<file path="config.mk">
export PLATFORM = sky130hd
export DESIGN_NAME = rob_commit
export DESIGN_NICKNAME = d
export VERILOG_FILES = /design/src/rtl/rob_commit.sv
export SDC_FILE = /design/constraint.sdc
export NUM_CORES = 2
export LEC_CHECK = 0
export CORE_ASPECT_RATIO = 1.4
export CORE_MARGIN = 4
export CORE_UTILIZATION = 54
export DETAILED_ROUTE_END_ITERATION = 12
export PLACE_DENSITY = 0.76
export SETUP_SLACK_MARGIN = 0.2
export SYNTH_ARGS = -nofsm -noshare
export SYNTH_HDL_FRONTEND = slang
export SYNTH_SLANG_ARGS = --single-unit
</file>
<file path="constraint.sdc">
create_clock -name clk_i -period 2.9 [get_ports clk_i]
set_clock_uncertainty 0.15 [all_clocks]
set_input_delay 0.29 -clock clk_i [delete_from_list [all_inputs] [get_ports clk_i]]
set_output_delay 0.29 -clock clk_i [all_outputs]
set_load 0.02 [all_outputs]
</file>
<file path="src/rtl/rob_commit.sv">
// In-order reorder buffer with single-entry commit per cycle.
// Normal entries retire to the register-file port; a faulting entry writes the exception CSRs and flushes.
module rob_commit #(
  parameter int DEPTH = 8,
  parameter int TAG_W = 3
) (
  input  logic             clk_i,
  input  logic             rsn_i,
  input  logic             alloc_valid_i,
  input  logic [4:0]       alloc_dest_i,
  input  logic [31:0]      alloc_pc_i,
  output logic             alloc_ready_o,
  output logic [TAG_W-1:0] alloc_tag_o,
  input  logic             complete_valid_i,
  input  logic [TAG_W-1:0] complete_tag_i,
  input  logic [31:0]      complete_data_i,
  input  logic             complete_exc_i,
  input  logic [31:0]      complete_mcause_i,
  input  logic [31:0]      complete_mtval_i,
  output logic             write_enable_o,
  output logic [4:0]       write_addr_o,
  output logic [31:0]      write_data_o,
  output logic             write_exc_en_o,
  output logic [31:0]      write_data_mepc_o,
  output logic [31:0]      write_data_mcause_o,
  output logic [31:0]      write_data_mtval_o,
  output logic             flush_o,
  output logic             empty_o
);

  typedef enum logic {S_RUN, S_FLUSH} state_t;

  localparam logic [TAG_W:0] COUNT_MAX = (TAG_W+1)'(DEPTH);

  state_t           r_state;
  logic [TAG_W-1:0] r_head;
  logic [TAG_W-1:0] r_tail;
  logic [TAG_W:0]   r_count;

  logic             r_valid  [DEPTH];
  logic             r_done   [DEPTH];
  logic             r_exc    [DEPTH];
  logic [4:0]       r_dest   [DEPTH];
  logic [31:0]      r_pc     [DEPTH];
  logic [31:0]      r_data   [DEPTH];
  logic [31:0]      r_mcause [DEPTH];
  logic [31:0]      r_mtval  [DEPTH];

  logic w_commit;
  logic w_commit_exc;
  logic w_commit_norm;
  logic w_alloc_take;
  logic w_cmp_take;

  // Ready ignores a same-cycle commit, so a full ROB stalls one extra cycle.
  assign alloc_ready_o = rsn_i && (r_state == S_RUN) && (r_count < COUNT_MAX);
  assign alloc_tag_o   = r_tail;
  assign empty_o       = (r_count == '0);

  assign w_commit      = (r_state == S_RUN) && r_valid[r_head] && r_done[r_head];
  assign w_commit_exc  = w_commit && r_exc[r_head];
  assign w_commit_norm = w_commit && !r_exc[r_head];
  assign w_alloc_take  = alloc_valid_i && alloc_ready_o && !w_commit_exc;
  assign w_cmp_take    = complete_valid_i && (r_state == S_RUN) && r_valid[complete_tag_i];

  always_ff @(posedge clk_i or negedge rsn_i) begin
    if (!rsn_i) begin
      r_state             <= S_RUN;
      r_head              <= '0;
      r_tail              <= '0;
      r_count             <= '0;
      write_enable_o      <= 1'b0;
      write_addr_o        <= '0;
      write_data_o        <= '0;
      write_exc_en_o      <= 1'b0;
      write_data_mepc_o   <= '0;
      write_data_mcause_o <= '0;
      write_data_mtval_o  <= '0;
      flush_o             <= 1'b0;
      for (int i = 0; i < DEPTH; i++) begin
        r_valid[i]  <= 1'b0;
        r_done[i]   <= 1'b0;
        r_exc[i]    <= 1'b0;
        r_dest[i]   <= '0;
        r_pc[i]     <= '0;
        r_data[i]   <= '0;
        r_mcause[i] <= '0;
        r_mtval[i]  <= '0;
      end
    end else begin
      write_enable_o <= 1'b0;
      write_exc_en_o <= 1'b0;
      flush_o        <= 1'b0;

      if (r_state == S_FLUSH)
        r_state <= S_RUN;

      if (w_cmp_take) begin
        r_done[complete_tag_i]   <= 1'b1;
        r_exc[complete_tag_i]    <= complete_exc_i;
        r_data[complete_tag_i]   <= complete_data_i;
        r_mcause[complete_tag_i] <= complete_mcause_i;
        r_mtval[complete_tag_i]  <= complete_mtval_i;
      end

      if (w_alloc_take) begin
        r_valid[r_tail] <= 1'b1;
        r_done[r_tail]  <= 1'b0;
        r_exc[r_tail]   <= 1'b0;
        r_dest[r_tail]  <= alloc_dest_i;
        r_pc[r_tail]    <= alloc_pc_i;
        r_tail          <= r_tail + 1'b1;
      end

      // Placed after completion so retiring the head wins over a late completion to it.
      if (w_commit_norm) begin
        write_enable_o  <= (r_dest[r_head] != 5'd0);
        write_addr_o    <= r_dest[r_head];
        write_data_o    <= r_data[r_head];
        r_valid[r_head] <= 1'b0;
        r_done[r_head]  <= 1'b0;
        r_head          <= r_head + 1'b1;
      end

      if (w_commit_exc) begin
        write_exc_en_o      <= 1'b1;
        flush_o             <= 1'b1;
        write_data_mepc_o   <= r_pc[r_head];
        write_data_mcause_o <= r_mcause[r_head];
        write_data_mtval_o  <= r_mtval[r_head];
        for (int i = 0; i < DEPTH; i++) begin
          r_valid[i] <= 1'b0;
          r_done[i]  <= 1'b0;
        end
        r_head  <= '0;
        r_tail  <= '0;
        r_state <= S_FLUSH;
      end

      if (w_commit_exc)
        r_count <= '0;
      else if (w_alloc_take && !w_commit_norm)
        r_count <= r_count + 1'b1;
      else if (!w_alloc_take && w_commit_norm)
        r_count <= r_count - 1'b1;
    end
  end

endmodule

</file>
Yosys cells after proc, flatten, opt, wreduce, memory -nomap -nowiden:

Index checks and enable logic that the tools add are counted.

* $add $sub $neg: 4
* order comparisons: 7
* muxes and demuxes: 63
* bitwise operators: 12
* reductions and logical operators: 24

Operators by type and width (count)
* $bwmux 256: 4
* $bmux 32 s3: 4
* $mux 32: 10
* $demux 32 s3: 2
* $mux 8: 9
* $bwmux 40: 1
* $and 8x8->8: 4
* $not 8->8: 2
* $or 8x8->8: 2
* $bmux 5 s3: 1
* $demux 5 s3: 1
* $logic_and 1x1->1: 15
* $mux 5: 3
* $mux 1: 13
* $bmux 1 s3: 4
* $ge 4x4->1 const B: 3
* $lt 4x1->1 const B: 3
* $mux 3: 4
* $mux 4: 3
* $not 3->4: 3
* $demux 1 s3: 3
* $bwmux 8: 1
* $add 3x1->3 const B: 2
* $reduce_bool 5->1: 1
* other kinds (8): 12

* flip-flop bits (word level): 1233
* bits of input ports: 141
* output and inout port bits: 141
* word-level logic and storage cells: 184

Depth between registers and ports, before layout:

* depth after elaboration: 14
* gate-level depth with buffers: 13

Worst setup path after synthesis:

No wires, ideal clock.

* path kind: register to register
* from: register r_state
* to: register r_count[3]
* library setup time: 69 ps
* arrival time: 2807 ps
* data required time: 2681 ps
* setup slack: -126 ps
* cell stages (with the launch flop): 10
* path buffers: 1
* clock period less this slack: 3026 ps
* path through: dfrtp_1 -> nor3b_1 -> and2_1 -> clkbuf_1 -> nand2_1 -> ha_1 -> a21o_1 -> a21o_1 -> or4_1 -> nand3_1

* elaborated cells on any way between the ends: 17
* those cells by class: 2 x mux; 1 x bitwise; 14 x reduce/logical

RTL lines
* start: declaration: line 35 `state_t r_state;`
* start signal: assignment: line 68 `r_state <= S_RUN;`
* start signal: assignment: line 96 `r_state <= S_RUN;`
* start signal: assignment: line 137 `r_state <= S_FLUSH;`
* $not 1->1 *: line 56 `assign alloc_ready_o = rsn_i && (r_state == S_RUN) && (r_count < COUNT_MAX);`
* $logic_and 1x1->1 * (2 in series): line 56
* named net alloc_ready_o: line 12 `output logic alloc_ready_o,`
* $logic_and 1x1->1 * (2 in series): line 63 `assign w_alloc_take = alloc_valid_i && alloc_ready_o && !w_commit_exc;`
* $logic_and 1x1->1 or $logic_not 1->1 (tied branches): line 142, 144
* $mux 4 or $logic_and 1x1->1 (tied branches): line 142, 144
* $mux 4 or $reduce_bool 3->1 (tied branches)
* end signal: assignment: line 143 `r_count <= r_count + 1'b1;`
* end signal: assignment: line 145 `r_count <= r_count - 1'b1;`
* end: declaration: line 38 `logic [TAG_W:0] r_count;`

The timed path passes the listed nets; every way through them passes the cells marked *.
A chain may end at the register's enable or synchronous reset.

Worst setup path in the final report:

* from: register r_head[2]
* to: register r_pc[129] (netlist bit)

* cells in the longest elaborated chain, start to end: 9
* elaborated cells on any way between the ends: 15
* those cells by class: 9 x mux; 1 x bitwise; 5 x reduce/logical

Ends and longest elaborated chain
* start: declaration: line 36 `logic [TAG_W-1:0] r_head;`
* start signal: assignment: line 122 `r_head <= r_head + 1'b1;`
* $not 3->4 (not written as such) *: line 60, 61
* $bmux 1 s3: line 60 `assign w_commit = (r_state == S_RUN) && r_valid[r_head] && r_done[r_head];`
* $mux 1 (not written as such) (2 in series): line 60
* $logic_and 1x1->1 (2 in series): line 60
* $logic_and 1x1->1 *: line 61 `assign w_commit_exc = w_commit && r_exc[r_head];`
* $logic_not 1->1 *: line 63
* $logic_and 1x1->1 *: line 63
* end signal: indexed assignment: line 111 `r_pc[r_tail] <= alloc_pc_i;`
* end: declaration: line 44 `logic [31:0] r_pc [DEPTH];`

Every way passes the cells marked *; elsewhere a longest branch is shown, timed or not. The select of a mux whose other input is x is not followed.

==> impl_metrics.tcl <==
set metrics [dict create \
    place_area_um2 59000 \
    synthMuxAreaShare 0.341 \
    setup_slack_ns -0.0226 \
    nFillCells 6793 \
    ir_drop_uv 735 \
    cts.clk_slew.worst_paths_ns 0.07 \
    synth_top_family_by_area "multiplexers" \
    outcome "finished, violations left" \
    crit_slowest_cell "dfrtp_4" \
    synth_adder_area_share 0.00131 \
    synth_compound_area_frac 0.0216 \
    antenna_found_initial 19 \
    synth_simple_gate_area_share 0.0374 \
    path_buf_inv 4 \
    path_max_fanout 10 \
    crit_family "buffers and inverters" \
    insertion_delay_ns 0.71 \
    die_w_um 274 \
    ant_nets 0 \
    crit_type "flop to flop" \
    area_delta_synth_final_pct 20.8 \
    dr.pass1.iters 7 \
    worstPathArrival_ns 3.36 \
    drc 0 \
    max_stage_delay_ns 0.50 \
    drt_iter0_drc 2234 \
    gp_congestion 0.797 \
    grt_overflow 0 \
    clock-sinks 1233 \
    coreArea_um2 98200 \
    fp.dieH_um 380 \
    synth-seq-cells 1233 \
    hold_class "input port to async pin" \
    avgViaCountPerCell 6.00 \
    synth_top_area_cell "dfrtp_1" \
    yosysTopAreaCellShare 0.578 \
    placedCellCount 5018 \
    p_total_mw 64.9 \
    grt_setup_unrepaired "true" \
    grt_use_total 0.250 \
    period_minus_slack_ns 2.92 \
    synthCells 3512 \
    finish.utilization 0.656 \
    post_layout_nonfiller_instances 5297 \
    cts_tree "done" \
    cp_cell_sequence "buf_6, buf_4, mux2_2, o22ai_2, or2_4, nor3_4, buf_12, nor4b_4, bufbuf_16, mux2_2" \
    powerDensity_nw_per_um2 1010 \
    avgSynthCellArea_um2 15.2 \
    ios 282 \
    synthDistinctLibCells 48 \
    synth_xor_area_frac 0.000657 \
    cts.path.max_buffers 3 \
    hold_violations 0 \
    synth_top_flop_cell "dfrtp_1" \
    die_area_um2 104000 \
    grt_pass1_vias 34100 \
    crit_top_cell "mux2_2" \
    drive_above_1_share 0.446 \
    failed_checks "setup timing" \
    synth_warnings 0 \
    numCtsBuffers 114 \
    port_buffers 281 \
    stdcell_area_um2 64400 \
    synth_top_cells_by_area "dfrtp_1 (58%), mux2_2 (22%), mux4_2 (11%), nand2_1 (2.0%), a31oi_1 (1.6%)" \
    htreeDepth 3 \
    maxSlewHeadroom 0.296 \
    place_ws_ns -0.343 \
    syn_nets 3658 \
    p_leak_nw 28.8 \
    seq_area_frac_synth 0.578 \
    rows 136 \
    grt_max_degree 183 \
    syn-cell-area_um2 53300 \
    post-route-period-util 1.01 \
    initial_core_util 0.543 \
    wl_mm 131 \
    grt_pass1_wl_mm 202 \
    fin_nets 4017 \
    max_freq_mhz 342 \
    routedWlPerCell_um 24.8 \
    worstSetupStartpointType "flop" \
    worstPathRequired_ns 3.34 \
    synth_edf_count 0 \
    async_reset_ff_frac 1.00 \
    critPathCaptureType "flop" \
    cts_root_buffer "clkbuf_16" \
    tightest_slew_ns 1.06 \
    num_vias 31800 \
    maxSlewViolCount 0 \
    setup_viol 32 \
    hpwl_mm 73.2 \
    maxCapViolCount 0 \
]
==> final timing paths <==
path	from	to	slack (ns)	cells past startpoint
max	r_head[2]$_DFFE_PN0P_	r_pc[129]$_DFFE_PN0P_	-0.02	10
max reg2reg	r_head[2]$_DFFE_PN0P_	r_pc[129]$_DFFE_PN0P_	-0.02	10
min in group clk_i	complete_mcause_i[18]	r_mcause[242]$_DFFE_PN0P_	0.23	2
min reg2reg	r_pc[61]$_DFFE_PN0P_	r_pc[61]$_DFFE_PN0P_	0.33	1
min	rsn_i	alloc_tag_o[0]$_DFFE_PN0P_	0.13	3
max in group asynchronous	rsn_i	r_data[140]$_DFFE_PN0P_	0.97	4
==> per-stage QoR <==
step                 TNS, ns  hold WS [ns]
floorplan                  0        -0.156
global placement      -93.12       -0.0552
detailed placement   -109.98       -0.0564
CTS                 -0.00137         0.133
global route           -5.83         0.182
finish                -0.303         0.125
==> cell type report <==
cell class	instances	area (µm²)	share of cell area
Sequential cell	1233	30900	0.479
Multi-Input combinational cell	2029	22200	0.344
Timing Repair Buffer	486	5810	0.0902
Clock buffer	168	3290	0.0510
Tap cell	1311	1640	0.0255
Clock inverter	46	587	0.00911
Antenna cell	17	42.5	0.000660
Inverter	7	31.3	0.000485
==> logic make-up after synthesis <==
family                   after synthesis
AND/OR/NAND/NOR                      491
multiplexers                        1349
adder cells (fa/ha/maj)                5
XOR/XNOR                               4
flip-flops                          1233
buffers and inverters                250
AO/OA/AOI/OAI                        180
==> sequential cells by signal, indices dropped and copies added, names as in the netlist <==
signal and cells:
r_data 256, r_mcause 256, r_mtval 256, r_pc 256, r_dest 40, write_data_mcause_o 32, write_data_mepc_o 32, write_data_mtval_o 32
write_data_o 32, r_done 8, r_exc 8, r_valid 8, write_addr_o 5, r_count 4, alloc_tag_o 3, r_head 3
r_state 1, write_enable_o 1
==> synth_stat cells, drive strengths merged, types with 5 or more instances <==
cell and number:
o22a 6, a31oi 137, nor2b 6, nor3 9
a21oi 9, o21ai 7, inv 7, mux2i 12
mux4 269, clkbuf 112, mux2 1068, nand2 283
and2 5, buf 131, dfrtp 1233, nor4 6
nor2 160
==> tightest hold or removal path, cell delays in order <==
cell,delay [ns]
dlygate4sd3_1,0.58
buf_12,0.15
buf_12,0.40
==> metal layers <==
metal	vias to the layer above	routed length, µm	global-route usage
met2	749	66400	0.429
met4	6	4050	0.0783
met5	-	46	0
li1	13600	-	-
met1	17200	54400	0.327
met3	201	6450	0.0451
==> timing repair <==
item                       4_1_cts  5_1_grt
setup buffers                   10       13
setup endpoints to repair      458      498
hold endpoints to repair       197        0
resized for setup               91       87
hold buffers                     2        0
gates cloned                    10       13
pin swaps                        9       26
==> cells in the final DEF (no fill, tap or decap), types with 8 or more instances in the layout <==
cell / count
dfrtp_1: 1230
mux2_2: 978
nand2_1: 280
clkdlybuf4s50_1: 279
mux4_2: 269
nor2_1: 144
a31oi_1: 129
clkbuf_16: 126
buf_4: 89
mux2_4: 76
buf_12: 72
clkbuf_1: 32
clkinv_2: 22
clkbuf_8: 21
diode_2: 17
buf_6: 15
mux2_1: 14
buf_16: 13
nor2_2: 12
mux2i_1: 12
bufinv_16: 12
a21oi_1: 8
==> where the power goes <==
group	switching, mW	internal [mW]	total (mW)
Combinational	9.56	12.1	21.7
Clock	6.54	8.93	15.5
Sequential	3.76	23.9	27.7
Total	19.9	45.0	64.9
Note: power is estimated with default switching activity, not from simulation.
